**src/rtl/uart_rx.sv**
```systemverilog
// ============================================================================
//  Module      : uart_rx
//  Description : 8N1 UART receiver. The input is oversampled 16x from a
//                fractional phase accumulator. Each received byte is presented
//                on a valid/ready interface, and framing and overrun errors
//                are reported as single-clock pulses.
//  Revision    : 1.0 - initial release
// ============================================================================
`default_nettype none

module uart_rx #(
  parameter int ACC_W   = 20,
  parameter int OVS_INC = 19328,
  parameter int DATA_W  = 8
) (
  input  logic              clock100,
  input  logic              reset_n,
  input  logic              rx,
  output logic [DATA_W-1:0] rx_data,
  output logic              rx_valid,
  input  logic              rx_ready,
  output logic              rx_frame_err,
  output logic              rx_overrun
);

  localparam int c_IDX_W = $clog2(DATA_W) + 1;

  typedef enum logic [2:0] {
    S_IDLE  = 3'd0,
    S_START = 3'd1,
    S_DATA  = 3'd2,
    S_STOP  = 3'd3,
    S_BREAK = 3'd4
  } state_t;

  logic               r_sync1, r_sync2;
  logic [ACC_W-1:0]   r_acc;
  state_t             r_state, w_state_nxt;
  logic [3:0]         r_tick_cnt, w_cnt_nxt;
  logic [c_IDX_W-1:0] r_bit_idx, w_idx_nxt;
  logic [DATA_W-1:0]  r_shreg, w_shreg_nxt;
  logic               r_deliver;
  logic               w_stop_ok, w_stop_bad;
  logic [ACC_W:0]     w_sum;
  logic               w_tick;
  logic               w_rxs;

  assign w_rxs  = r_sync2;
  assign w_sum  = {1'b0, r_acc} + (ACC_W+1)'(OVS_INC);
  assign w_tick = w_sum[ACC_W];

  // Synchroniser presets to the idle level so reset never looks like a start bit
  always_ff @(posedge clock100 or negedge reset_n) begin
    if (!reset_n) begin
      r_sync1 <= 1'b1;
      r_sync2 <= 1'b1;
      r_acc   <= '0;
    end else begin
      r_sync1 <= rx;
      r_sync2 <= r_sync1;
      r_acc   <= w_sum[ACC_W-1:0];
    end
  end

  always_comb begin
    w_state_nxt = r_state;
    w_cnt_nxt   = r_tick_cnt;
    w_idx_nxt   = r_bit_idx;
    w_shreg_nxt = r_shreg;
    w_stop_ok   = 1'b0;
    w_stop_bad  = 1'b0;
    if (w_tick) begin
      case (r_state)
        S_IDLE: begin
          if (!w_rxs) begin
            w_state_nxt = S_START;
            w_cnt_nxt   = 4'd0;
          end
        end
        S_START: begin
          w_cnt_nxt = r_tick_cnt + 4'd1;
          if (r_tick_cnt == 4'd7) begin
            if (w_rxs) begin
              w_state_nxt = S_IDLE;
            end else begin
              w_state_nxt = S_DATA;
              w_cnt_nxt   = 4'd0;
              w_idx_nxt   = '0;
            end
          end
        end
        S_DATA: begin
          w_cnt_nxt = r_tick_cnt + 4'd1;
          if (r_tick_cnt == 4'd15) begin
            w_shreg_nxt = {w_rxs, r_shreg[DATA_W-1:1]};
            w_idx_nxt   = r_bit_idx + c_IDX_W'(1);
            if (r_bit_idx == c_IDX_W'(DATA_W-1)) begin
              w_state_nxt = S_STOP;
              w_cnt_nxt   = 4'd0;
            end
          end
        end
        S_STOP: begin
          w_cnt_nxt = r_tick_cnt + 4'd1;
          if (r_tick_cnt == 4'd15) begin
            if (w_rxs) begin
              w_stop_ok   = 1'b1;
              w_state_nxt = S_IDLE;
            end else begin
              w_stop_bad  = 1'b1;
              w_state_nxt = S_BREAK;
            end
          end
        end
        S_BREAK: begin
          // A held-low line parks here so it cannot look like a new start bit
          if (w_rxs) w_state_nxt = S_IDLE;
        end
        default: w_state_nxt = S_IDLE;
      endcase
    end
  end

  always_ff @(posedge clock100 or negedge reset_n) begin
    if (!reset_n) begin
      r_state    <= S_IDLE;
      r_tick_cnt <= 4'd0;
      r_bit_idx  <= '0;
      r_shreg    <= '0;
    end else begin
      r_state    <= w_state_nxt;
      r_tick_cnt <= w_cnt_nxt;
      r_bit_idx  <= w_idx_nxt;
      r_shreg    <= w_shreg_nxt;
    end
  end

  // Delivery lands one clock after the stop sample; a pending unread byte is overwritten
  always_ff @(posedge clock100 or negedge reset_n) begin
    if (!reset_n) begin
      r_deliver    <= 1'b0;
      rx_data      <= '0;
      rx_valid     <= 1'b0;
      rx_frame_err <= 1'b0;
      rx_overrun   <= 1'b0;
    end else begin
      r_deliver    <= w_stop_ok;
      rx_frame_err <= w_stop_bad;
      if (r_deliver) begin
        rx_data    <= r_shreg;
        rx_valid   <= 1'b1;
        rx_overrun <= rx_valid && !rx_ready;
      end else begin
        rx_overrun <= 1'b0;
        if (rx_valid && rx_ready) rx_valid <= 1'b0;
      end
    end
  end

endmodule

`default_nettype wire

```
**config.mk**
```make
export PLATFORM = sky130hd
export DESIGN_NAME = uart_rx
export DESIGN_NICKNAME = d
export VERILOG_FILES = /design/src/rtl/uart_rx.sv
export SDC_FILE = /design/constraint.sdc
export NUM_CORES = 1
export LEC_CHECK = 0
export BUFFER_PORTS_ARGS = -buffer_cell sky130_fd_sc_hd__buf_2
export CAP_MARGIN = 10
export CORE_ASPECT_RATIO = 0.75
export CORE_UTILIZATION = 45
export DETAILED_ROUTE_END_ITERATION = 8
export SYNTH_ARGS = -nofsm -noshare
export SYNTH_HDL_FRONTEND = slang
export SYNTH_SLANG_ARGS = --single-unit
export TNS_END_PERCENT = 1
```
**constraint.sdc**
```tcl
create_clock -name clock100 -period 2.3 [get_ports clock100]
set_input_delay 0.345 -clock clock100 [delete_from_list [all_inputs] [get_ports clock100]]
set_output_delay 0.345 -clock clock100 [all_outputs]
set_load 0.02 [all_outputs]
```
==> results.txt, run 1 <==
- The flow ran to the end, and the final reports show no timing, DRC or antenna violations.
- Antenna Nets Post-Route: 0
- The share of the Yosys chip area taken by registers is 55.7%.
* Final hold vios: 0
* CTS tree: done
* Leading cell types in the layout, fill and taps excluded: 44 x sky130_fd_sc_hd__dfrtp_1, 14 x sky130_fd_sc_hd__nand2_1, 14 x sky130_fd_sc_hd__buf_2, 10 x sky130_fd_sc_hd__nor2_1
- Headroom to the max-slew limit came out at 61.8%.
- P_leak: 1.07 nW
- Worst vdd ir: roughly 0.00033 V
- Initial cell density of the core: 49.0%
* Share of total power in sequential cells: 56.5%
* Largest fanout on the critical path: 10
- Hold Crit Class: in -> async
- Clk Latency, worst-skew pair: 0.31 ns
* Launching element type of the critical path: flip-flop
- After the flow finishes, the layout carries non-filler instances totaling 244.
* Simple-gate share of the synthesized area: 15.0%
* Number of clock sinks: 46
* Number of H-tree levels: 2
- Leading cell type in the layout, fill and taps excluded: sky130_fd_sc_hd__dfrtp_1
* Length of the first detailed-routing pass in iterations: 4
* Type of the worst setup path: reg -> reg
- After detailed routing, the number of remaining DRC violations is 0.
- Global routing usage summed across all routing layers: between 10% and 20%
- Arrival time reported for the critical path endpoint: 1.98 ns
- The number of antenna violations at the first check in global routing is 0.
- Worst endpoint required time: 2.49 ns
* CTS-repair resized insts: 0
- Dividing the detail-routed via count by the number of cells gives approximately 5.4.
- Net switching is between 20% and 30% of the power.
- Summing the areas of all xor and xnor instances in the mapped netlist gives under 10% of the synthesized area.
- Transition time at the pin with the least slew margin: 0.573 ns
* Avg WL per Cell: 14.0 um
- The routed design has 3420 um of wire.
* Placed cell count: 236
- Detailed routing inserted a total of 1,323 vias.
- In this run the core area contains 20 standard-cell rows.
- The total count of max-transition violations in the final report was 0.
* Area overhead of the layout relative to synthesis: 11.5%
- Max-cap violations in this run came to 0.
* Maximum buffer depth of the clock tree: 2
* Fraction of synthesized area in multiplexers: around a tenth
* Critical Path End Type: flip-flop
- Weighted congestion reported at the end of routability-driven placement: 0.769
- Clock Skew: between 0.007 and 0.008 ns
* Cts hold-fix bufs: 0
* Crit share post-route: 77.6%
* Number of buffers created by CTS: 5
- Clock power frac: 42.1%
- Setup total negative slack on the finished layout was measured at 0 ns.
* Height of the die: 60.8 um
* Time the worst path needs with I/O delays and setup: about 1.8 ns
- In this run the cell area of the synthesized design comes to 0.00207 mm2.
- The internal power of the cells totals 1.14 mW.
- Net count after synthesis: between 150 and 200
* Global-route wire length before repair: 5800 um
- # Post-CTS Setup Buffers: 0
* Maximum frequency from static timing analysis: ~560 MHz
- Detailed placement finished with a half-perimeter wire length of 2330 um.
- In this run, the combinational gates consume 1.4% of the power.
- Net switching power: roughly 300 uW
- Cell-by-cell listing of the critical path: nor4_4 -> o21bai_4 -> and4bb_1 -> buf_4 -> mux2_4
- The floorplan step set the die width to 80.4 um.
- Post-DP Area: 0.00220 mm2
* Clock root buffer: sky130_fd_sc_hd__clkbuf_8
- Top Ports: 15
- Once layout is done, the placed cells without fillers occupy 0.00231 mm2.
* Largest net degree at the start of global routing: 47
- For this run, the number of Yosys warnings is 0.
- 0 antenna diodes ended up in the layout.
- Synthesis instantiated 44 different standard cells from the library.
* Area of the placeable core: approximately 0.0042 mm2
- Of the total synthesized cell area, the portion taken by full adders, half adders and majority gates is under 10%.
- The synthesized netlist devotes between 10% and 20% of its cell area to compound gates.
* Share of post-route cells with drive strength above 1: approximately a quarter
* Areal power density over the cells: 625 mW/mm2
* Initial detailed-routing violation count: 63
* Longest individual stage delay on the worst path: ~0.46 ns
* Beginning of the critical path: r_acc[11]$_DFF_PN0_
- For this design, the slowest cell found on the critical path is sky130_fd_sc_hd__dfrtp_1.
- Number of port buffers: 14
* Vias in the first global route: 1,168
- FF+latch count, synth: 46
* Main combinational cell family by area after synthesis: simple AND/OR/NAND/NOR gates
- RSZ-0062 raised after global routing: no
- Worst-path clk slew: about 0.090 ns
* Gate Count Post-Synth: 170
* Final setup vio count: 0
* Beginning of the worst register-to-register path: r_acc[11]$_DFF_PN0_
- For this run, the post-layout net count is 195.
- Global route total overflow: 0
* Die Footprint: 0.00488 mm2
- Each instance of the synthesized netlist takes up on average between 10 and 15 um2.
-- cells in the mapped netlist (all sizes together) --
master,n,area share (%)
dfrtp,44,53
mux2,16,10
nand2,14,2.5
nor2,10,1.8
nand3,8,1.9
inv,7,1.3
xnor2,7,3.0
a21oi,5,1.2
o21ai,5,1.2
nand2b,4,1.2
o31ai,4,1.4
xor2,4,1.7
buf,3,1.0
ha,3,1.8
nor4,3,1.6
a21o,2,0.79
a31oi,2,0.60
and3,2,0.60
and4bb,2,1.2
clkbuf,2,0.36
dfstp,2,2.5
nor3,2,0.48
nor4b,2,1.1
o2bb2ai,2,0.85
o41ai,2,0.85
a211o,1,0.42
a32o,1,0.48
a32oi,1,0.42
and2,1,0.30
and3b,1,0.42
and4,1,0.42
nand4,1,0.30
nor2b,1,0.30
nor3b,1,0.36
o211ai,1,0.60
o21bai,1,0.91
o22ai,1,0.30
or3,1,0.30
-- state kept, by name, summed over array words and instances, names as in the netlist --
name and cells:
r_sync2 1, r_deliver 1, r_acc 13, rx_frame_err 1, r_bit_idx 4, r_sync1 1, rx_data 8, rx_overrun 1
rx_valid 1, r_tick_cnt 4, r_shreg 8, r_state 3
-- layout make-up --
cell class | count | area [um2]
clock buffer | 5 | 68.8
clock inverter | 3 | 43.8
fill | 355 | 1920
inverter | 7 | 26.3
multi-input combinational | 112 | 863
sequential | 46 | 1150
tap | 55 | 68.8
timing repair buffer | 16 | 85.1
-- per-stage QoR --
step                worst slack, ns  power (mW)  utilization, %  hold WS [ns]
global route                  0.397        1.50            54.6         0.109
CTS                           0.505        1.47            54.6         0.114
global placement              0.578       0.851            52.0         0.347
finish                        0.516        1.44            54.6         0.111
floorplan                     0.662       0.832               -        0.0494
detailed placement            0.517       0.852            52.0         0.350
-- path summary, 6_finish.rpt --
check	to	depth (start not counted)	slack (ns)
min in group clock100	r_sync1$_DFF_PN1_	1	0.13
max in group asynchronous	rx_data[0]$_DFFE_PN0P_	2	1.80
worst min-delay path	r_acc[12]$_DFF_PN0_	2	0.11
worst max register to register	r_shreg[4]$_DFFE_PN0P_	5	0.52
worst max-delay path	r_shreg[4]$_DFFE_PN0P_	5	0.52
worst min register to register	r_sync2$_DFF_PN1_	0	0.36
-- critical path: cells and delay by family, from the launching register on --
kind,cells,cell delay (ns)
AND/OR/NAND/NOR,2,0.58
flip-flops,1,0.46
multiplexers,1,0.31
buffers and inverters,1,0.19
AO/OA/AOI/OAI,1,0.13
-- power by group through the flow --
stage	sequential, mW	combinational [mW]	clock [mW]
after global routing	0.815	0.0244	0.660
final	0.814	0.0202	0.608
after CTS	0.814	0.0216	0.632
after global placement	0.830	0.0212	0
after floorplan	0.828	0.00411	0
after detailed placement	0.830	0.0217	0
-- logic make-up (layout without fill, tap and decap cells) --
group	after synthesis	count (layout)
AO/OA/AOI/OAI	28	28
XOR/XNOR	11	11
adder cells (fa/ha/maj)	3	3
buffers and inverters	12	31
flip-flops	46	46
multiplexers	16	16
AND/OR/NAND/NOR	54	54
-- per-layer routing --
layer	wire length (um)	track usage [%]	vias up	share of wire [%]
li1	-	-	642	-
met3	194	6.32	2	5.7
met1	1750	23.6	641	51
met2	1470	22.2	38	43
met4	19	6.89	0	0.55
met5	0	0	-	0
No activity file was read; power rests on OpenSTA's default activity.
==> run 2: changes to the inputs <==
- clock period: 2.3 -> 1.7 ns (I/O delays scaled with it)
==> run 2 against run 1 <==
The flow now finishes with violations (negative setup slack). Fmax is 4.9% higher. Clock power is 21% higher. Non-clock buffer count is 22 higher. Global-route usage is 2.3 points higher. Sequential power is 35% higher. First-iteration DRC count is 56% higher. Critical path depth stayed put. Critical path type unchanged. Largest power group unchanged.
==> results.txt, run 2 (same netlist as run 1, synthesis figures left out) <==
- Status: finished, violations left (was finished clean).
* Violated checks: negative setup slack
* Destination of the critical timing path: r_bit_idx[3]$_DFFE_PN0P_ (was r_shreg[4]$_DFFE_PN0P_)
- The total count of max-transition violations in the final report came to 0 (unchanged).
- Via-per-instance ratio: 5.52 (was 5.42)
- Critical-path cell with the highest stage delay: sky130_fd_sc_hd__dfrtp_2 (was sky130_fd_sc_hd__dfrtp_1)
* Clock power frac: 39.4% (was 42.1%)
- The worst hold-check path type is in -> reg (was in -> async).
- The total congestion overflow came to 0 (unchanged).
* Areal power density over the cells: 742 mW/mm2 (was 625 mW/mm2)
* Internal: 1.48 mW (was 1.14 mW)
* Leading cell types in the layout, fill and taps excluded: 43 x sky130_fd_sc_hd__dfrtp_1, 22 x sky130_fd_sc_hd__buf_4, 14 x sky130_fd_sc_hd__buf_2, 13 x sky130_fd_sc_hd__nand2_1, 10 x sky130_fd_sc_hd__nor2_1 (was 44 x sky130_fd_sc_hd__dfrtp_1, 14 x sky130_fd_sc_hd__nand2_1, 14 x sky130_fd_sc_hd__buf_2, 10 x sky130_fd_sc_hd__nor2_1)
- The count of endpoints failing setup in the final report came to 1 (was 0).
- Largest registers: r_acc x13, r_shreg x8, rx_data x8 (unchanged).
* Arrival time reported for the critical path endpoint: 1.91 ns (was 1.98 ns)
- The final hold violation count is 0 (unchanged).
- The residual DRC count came to 0 (unchanged).
- The count of buffer and inverter cells on the critical path was 0 (was 1).
- Initial cell density of the core: 49.0% (unchanged)
- The total leakage power came to 1.18 nW (was 1.07 nW).
- Area of the placeable core: 0.00423 mm2 (unchanged)
* Most Used Layer, Global Route: met2 (was met1)
* Avg WL per Cell: 15.2 um (was 14.0 um)
- Die boundary width: 80.4 um (unchanged)
- The violation count after the first detailed-route iteration came to 98 (was 63).
- Launching element type of the critical path: flip-flop (unchanged)
- Number of port buffers: 14 (unchanged)
* RSZ-0062 raised after global routing: yes (was no)
- The iteration count of the initial detailed-routing pass is 4 (unchanged).
- Antenna Nets Post-Route: 0 (unchanged)
- Net switching power: 395 uW (was 302 uW)
- The total power was 1.87 mW (was 1.44 mW).
* Hold path depth: 1
- The number of buffers on the longest clock path is 2 (unchanged).
- Final net count: 217 (was 195)
- The commonest non-fill, non-tap cell in the layout was sky130_fd_sc_hd__dfrtp_1 (unchanged).
- The count of standard-cell rows came to 20 (unchanged).
* Combinational power share: 1.9% (was 1.4%)
- The upper clock frequency limit is 588 MHz (was 560 MHz).
- The number of cells on the critical path was 5 (unchanged).
- The critical path capture point type is a flip-flop (unchanged).
- The total global routing track utilization is 18.8% (was 16.5%).
* Worst-path clk slew: 0.08 ns (was 0.09 ns)
- The relative slew slack was 69.0% (was 61.8%).
- The largest register by flop count is r_acc (unchanged).
* Beginning of the worst register-to-register path: r_tick_cnt[3]$_DFFE_PN0P_ (was r_acc[11]$_DFF_PN0_)
- The least setup slack across all paths after layout is -0.000790 ns (was 0.516 ns).
* Clk Latency, worst-skew pair: 0.29 ns (was 0.31 ns)
* Number of clock sinks: 46 (unchanged)
- The number of antenna violations at the first check in global routing came to 0 (unchanged).
- The wire length of the first global-routing pass is 6810 um (was 5800 um).
* Number of H-tree levels: 2 (unchanged)
* Max-cap viol count: 0 (unchanged)
- Weighted congestion reported at the end of routability-driven placement: 0.862 (was 0.769)
- Depth of the worst register-to-register path: 5 (unchanged)
- Routed wire length: 4040 um (was 3420 um)
* Time the worst path needs with I/O delays and setup: 1.70 ns (was 1.78 ns)
- The total number of vias is 1,469 (was 1,323).
- Clock root buffer: sky130_fd_sc_hd__clkbuf_8 (unchanged)
- The terminus of the critical flop-to-flop path was r_bit_idx[3]$_DFFE_PN0P_ (was r_shreg[4]$_DFFE_PN0P_).
- Clock Skew: 0.00285 ns (was 0.00732 ns)
- Top Ports: 15 (unchanged)
- Largest fanout on the critical path: 9 (was 10)
- The met2 track demand over resource in global routing came to 28.6% (was 22.2%).
- The power share of the sequential group is 58.7% (was 56.5%).
* CTS tree: done (unchanged)
- The y dimension of the die is 60.8 um (unchanged).
- Cell-by-cell listing of the critical path: nor4b_2 -> a31oi_1 -> and4bb_2 -> nand2_1 -> o31ai_2 (was nor4_4 -> o21bai_4 -> and4bb_1 -> buf_4 -> mux2_4)
- The area enclosed by the die boundary was 0.00488 mm2 (unchanged).
- The type of the worst setup path was reg -> reg (unchanged).
* Max reg flops: 13 (unchanged)
- The worst-case register-to-register setup slack was -0.0008 ns (was 0.52 ns).
- The antenna cell count came to 0 (unchanged).
* Global-route met3 utilization: 4.06% (was 6.32%)
* Worst hold slack: 0.0539 ns (was 0.111 ns)
- Met1 usage in global routing: 27.2% (was 23.6%)
- The number of buffers added by the clock tree synthesis step is 5 (unchanged).
* Post-detail-place hpwl: 2750 um (was 2330 um)
- Crit share post-route: 100% (was 77.6%)
* Beginning of the critical path: r_tick_cnt[3]$_DFFE_PN0P_ (was r_acc[11]$_DFF_PN0_)
- Switching fraction of total power: 21.1% (was 20.9%)
* Transition time at the pin with the least slew margin: 0.464 ns (was 0.573 ns)
- Area overhead of the layout relative to synthesis: 22.0% (was 11.5%)
- The pin count of the biggest net entering global routing was 20 (was 47).
* Share of post-route cells with drive strength above 1: 37.0% (was 25.4%)
- The required time of the critical path is 1.91 ns (was 2.49 ns).
- Longest individual stage delay on the worst path: 0.48 ns (was 0.46 ns)
- Kind of cell with the highest combined delay on the critical path: simple AND/OR/NAND/NOR gates (unchanged)
- Vias in the first global route: 1,432 (was 1,168)
* Worst vdd ir: 0.000500 V (was 0.000334 V)
==> run 2: cell types whose count changed in the layout (fill, tap and decap cells not counted), sizes merged <==
cell	change
buf	+21
bufinv	-1
clkbuf	+2
dlygate4sd3	+1
inv	-1
==> run 2: worst min-delay path by stage <==
stage,slack (ns),end,startpoint
5_1_grt,0.04,r_sync1$_DFF_PN1_,rx
3_5_place_dp,0.25,r_state[0]$_DFFE_PN0P_,reset_n
3_3_place_gp,0.22,r_acc[8]$_DFF_PN0_,reset_n
2_1_floorplan,-0.04,r_acc[10]$_DFF_PN0_,reset_n
6_report,0.05,r_sync1$_DFF_PN1_,rx
4_1_cts,0.04,r_sync1$_DFF_PN1_,rx
==> run 2: power groups by stage <==
| stage | sequential [mW] | clock (mW) | combinational, mW |
|---|---|---|---|
| floorplan | 1.12 | 0 | 0.00556 |
| global placement | 1.12 | 0 | 0.0338 |
| detailed placement | 1.12 | 0 | 0.0367 |
| CTS | 1.10 | 0.759 | 0.0382 |
| global route | 1.10 | 0.798 | 0.0430 |
| finish | 1.10 | 0.738 | 0.0359 |
==> run 2: layer usage <==
layer,up-vias,wire [um]
met1,732,1900
li1,684,-
met4,0,57
met5,-,0
met3,7,202
met2,46,1870
==> run 2: layout make-up <==
class	instances	area, um2
clock buffer	7	96.3
clock inverter	1	8.76
timing repair buffer	38	265
sequential	46	1150
inverter	7	26.3
fill	355	1700
multi-input combinational	112	907
tap	55	68.8
==> run 2: repair_timing <==
item | in CTS | in global routing
gates resized for setup | 2 | 9
pin swaps | 0 | 7
hold buffers | 1 | 0
endpoints found under the setup margin | 1 | 15
hold endpoints to repair | 15 | 0
setup buffers | 0 | 6
==> run 2: stage by stage <==
step	std cells	worst slack, ns	util (%)	cell area [um2]	setup TNS [ns]
after floorplan	170	0.0621	-	2070	0
after global placement	251	0.0442	54.9	2320	0
after detailed placement	251	0.00242	54.9	2320	0
after CTS	260	0.00578	58.0	2450	0
after global routing	266	-0.0379	59.8	2530	-0.384
final	266	-0.000790	59.8	2530	-0.000790
==> run 3: changes to the inputs <==
- CAP_MARGIN: 10 -> 20
- CORE_UTILIZATION: 45 -> 47
==> run 3 against run 2 <==
The flow now finishes without violations. Worst hold slack about the same. Clock power is 13% lower. Worst setup slack better by 0.0096 ns. Power is 5.2% lower.
==> results.txt, run 3 (same netlist as run 1, synthesis figures left out) <==
* P_leak: 1.14 nW (was 1.18 nW)
- The pin count of the biggest net entering global routing was 29 (was 20).
- The commonest non-fill, non-tap cell in the layout is sky130_fd_sc_hd__dfrtp_1 (unchanged).
* Routed wire length: 3650 um (was 4040 um)
- Status: finished clean (was finished, violations left)
- Max-cap viol count: 0 (unchanged)
* Global route total overflow: 0 (unchanged)
- The count of endpoints failing setup in the final report is 0 (was 1).
- Number of buffers created by CTS: 5 (unchanged)
- The hold slack came to 0.0534 ns (was 0.0539 ns).
- The total global routing track utilization is 17.9% (was 18.8%).
* Die Footprint: 0.00468 mm2 (was 0.00488 mm2)
* Worst vdd ir: 0.000561 V (was 0.000500 V)
- Slew margin rel.: 69.4% (was 69.0%)
- The number of global-route vias before repair is 1,391 (was 1,432).
- The arrival time of the worst setup path came to 1.87 ns (was 1.91 ns).
- Maximum frequency from static timing analysis: 591 MHz (was 588 MHz)
- The CTS H-tree depth came to 2 (unchanged).
* Die boundary width: 78.7 um (was 80.4 um)
* Clock root buffer: sky130_fd_sc_hd__clkbuf_8 (unchanged)
- The wire length of the first global-routing pass is 6290 um (was 6810 um).
- The origin of the worst setup path is r_acc[7]$_DFF_PN0_ (was r_tick_cnt[3]$_DFFE_PN0P_).
- RSZ-0062 raised after global routing: yes (unchanged)
- The type of the worst setup path is reg -> reg (unchanged).
- Final net count: 211 (was 217)
- Length of the first detailed-routing pass in iterations: 4 (unchanged)
- Post-detail-place hpwl: 2670 um (was 2750 um)
* Leading cell types in the layout, fill and taps excluded: 44 x sky130_fd_sc_hd__dfrtp_1, 15 x sky130_fd_sc_hd__buf_4, 14 x sky130_fd_sc_hd__nand2_1, 14 x sky130_fd_sc_hd__buf_2, 10 x sky130_fd_sc_hd__nor2_1 (was 43 x sky130_fd_sc_hd__dfrtp_1, 22 x sky130_fd_sc_hd__buf_4, 14 x sky130_fd_sc_hd__buf_2, 13 x sky130_fd_sc_hd__nand2_1, 10 x sky130_fd_sc_hd__nor2_1)
- The number of antenna violations at the first check in global routing was 0 (unchanged).
- The residual DRC count came to 0 (unchanged).
* Final hold vios: 0 (unchanged)
- The total I/O pin count is 15 (unchanged).
- Largest registers: r_acc x13, r_shreg x8, rx_data x8 (unchanged).
- Worst endpoint required time: 1.88 ns (was 1.91 ns)
- The final critical-path required period came to 1.69 ns (was 1.70 ns).
* CTS tree: done (unchanged)
- The final core utilization is 59.4% (was 59.8%).
- Max reg flops: 13 (unchanged)
- Clk Latency, worst-skew pair: 0.29 ns (about the same)
* Clock Skew: 0.00485 ns (was 0.00285 ns)
- The fraction of layout cells with a size suffix above 1 was 31.7% (was 37.0%).
* Worst-path clk slew: 0.08 ns (about the same)
* Antenna Nets Post-Route: 0 (unchanged)
- The post-CTS setup repair buffer count came to 0 (unchanged).
- Launching element type of the critical path: flip-flop (unchanged)
- Areal power density over the cells: 725 mW/mm2 (was 742 mW/mm2)
- Largest fanout on the critical path: 10 (was 9)
* Largest register by flop count: r_acc (unchanged)
- Diodes inserted: 0 (unchanged)
* Start point of the worst min-delay path: rx (unchanged)
- Maximum buffer depth of the clock tree: 2 (unchanged)
- The clock net sink count is 46 (unchanged).
* Cell Rows: 20 (unchanged)
* Finished Layout Cells: 260 (was 266)
* Weighted congestion reported at the end of routability-driven placement: 0.845 (was 0.862)
* Number of port buffers: 14 (unchanged)
* Max-slew violation count: 0 (unchanged)
- The routed wire length per instance came to 14.0 um (was 15.2 um).
- The total number of vias was 1,383 (was 1,469).
- The share of the clock period used by the worst path after layout is 99.5% (was 100%).
- Height of the die: 59.5 um (was 60.8 um)
- Hold Crit Class: in -> reg (unchanged)
- The layout overhead on the synthesized area came to 18.3% (was 22.0%).
- The critical path capture point type is a flip-flop (unchanged).
* Area of the placeable core: 0.00413 mm2 (was 0.00423 mm2)
- Placed cell count: 251 (unchanged)
- Initial cell density of the core: 50.2% (was 49.0%)
- Beginning of the worst register-to-register path: r_acc[7]$_DFF_PN0_ (was r_tick_cnt[3]$_DFFE_PN0P_)
- The slew at the pin with the worst max-slew slack came to 0.459 ns (was 0.464 ns).
- The violation count after the first detailed-route iteration is 72 (was 98).
* Via-per-instance ratio: 5.32 (was 5.52)
- The total power came to 1.78 mW (was 1.87 mW).
==> run 3: timing repair <==
action                                  4_1_cts  5_1_grt
hold buffers                                  1        0
resized for setup                             1        3
hold endpoints to repair                     18        0
pin swaps                                     2        1
endpoints found under the setup margin        8       13
==> run 3: through the flow <==
stage	setup WS (ns)	area, um2	TNS [ns]
after floorplan	0.0621	2070	0
after global placement	0.0381	2330	0
after detailed placement	-0.00522	2330	-0.0184
after CTS	-0.00586	2430	-0.0310
after global routing	-0.0537	2450	-0.448
final	0.00877	2450	0
==> run 3: report_power, final <==
group | total, mW | switching [mW] | internal (mW)
logic | 0.0331 | 0.0233 | 0.00983
clock network | 0.642 | 0.352 | 0.290
registers | 1.10 | 0.00435 | 1.10
total | 1.78 | 0.380 | 1.40
==> run 3: path summary, 6_finish.rpt <==
check	end	slack (ns)	cells past startpoint
max	r_shreg[0]$_DFFE_PN0P_	0.009	5
min	r_sync1$_DFF_PN1_	0.05	1
max reg2reg	r_shreg[0]$_DFFE_PN0P_	0.009	5
min reg2reg	r_sync2$_DFF_PN1_	0.37	0
max in group asynchronous	r_sync2$_DFF_PN1_	0.69	3
min in group asynchronous	r_acc[13]$_DFF_PN0_	0.44	2
==> run 3: worst max-delay path, stage by stage, from the launching register on <==
cell and delay, ns:
sky130_fd_sc_hd__dfrtp_1 0.42, sky130_fd_sc_hd__nor4_4 0.35, sky130_fd_sc_hd__o21bai_4 0.12, sky130_fd_sc_hd__and4bb_1 0.24
sky130_fd_sc_hd__buf_12 0.16, sky130_fd_sc_hd__mux2_4 0.29
==> run 3: per-layer routing <==
metal,track usage [%],share of wire (%),up-vias
li1,-,-,676
met1,24.2,48,669
met2,28.1,45,34
met3,4.46,6.0,4
met4,7.14,0.90,0
met5,0,0,-
==> run 3: layout make-up <==
class,count,area (um2)
Sequential cell,46,1150
Multi-Input combinational cell,112,883
Tap cell,55,68.8
Clock buffer,6,72.6
Inverter,7,26.3
Clock inverter,2,13.8
Fill cell,362,1680
Timing Repair Buffer,32,233
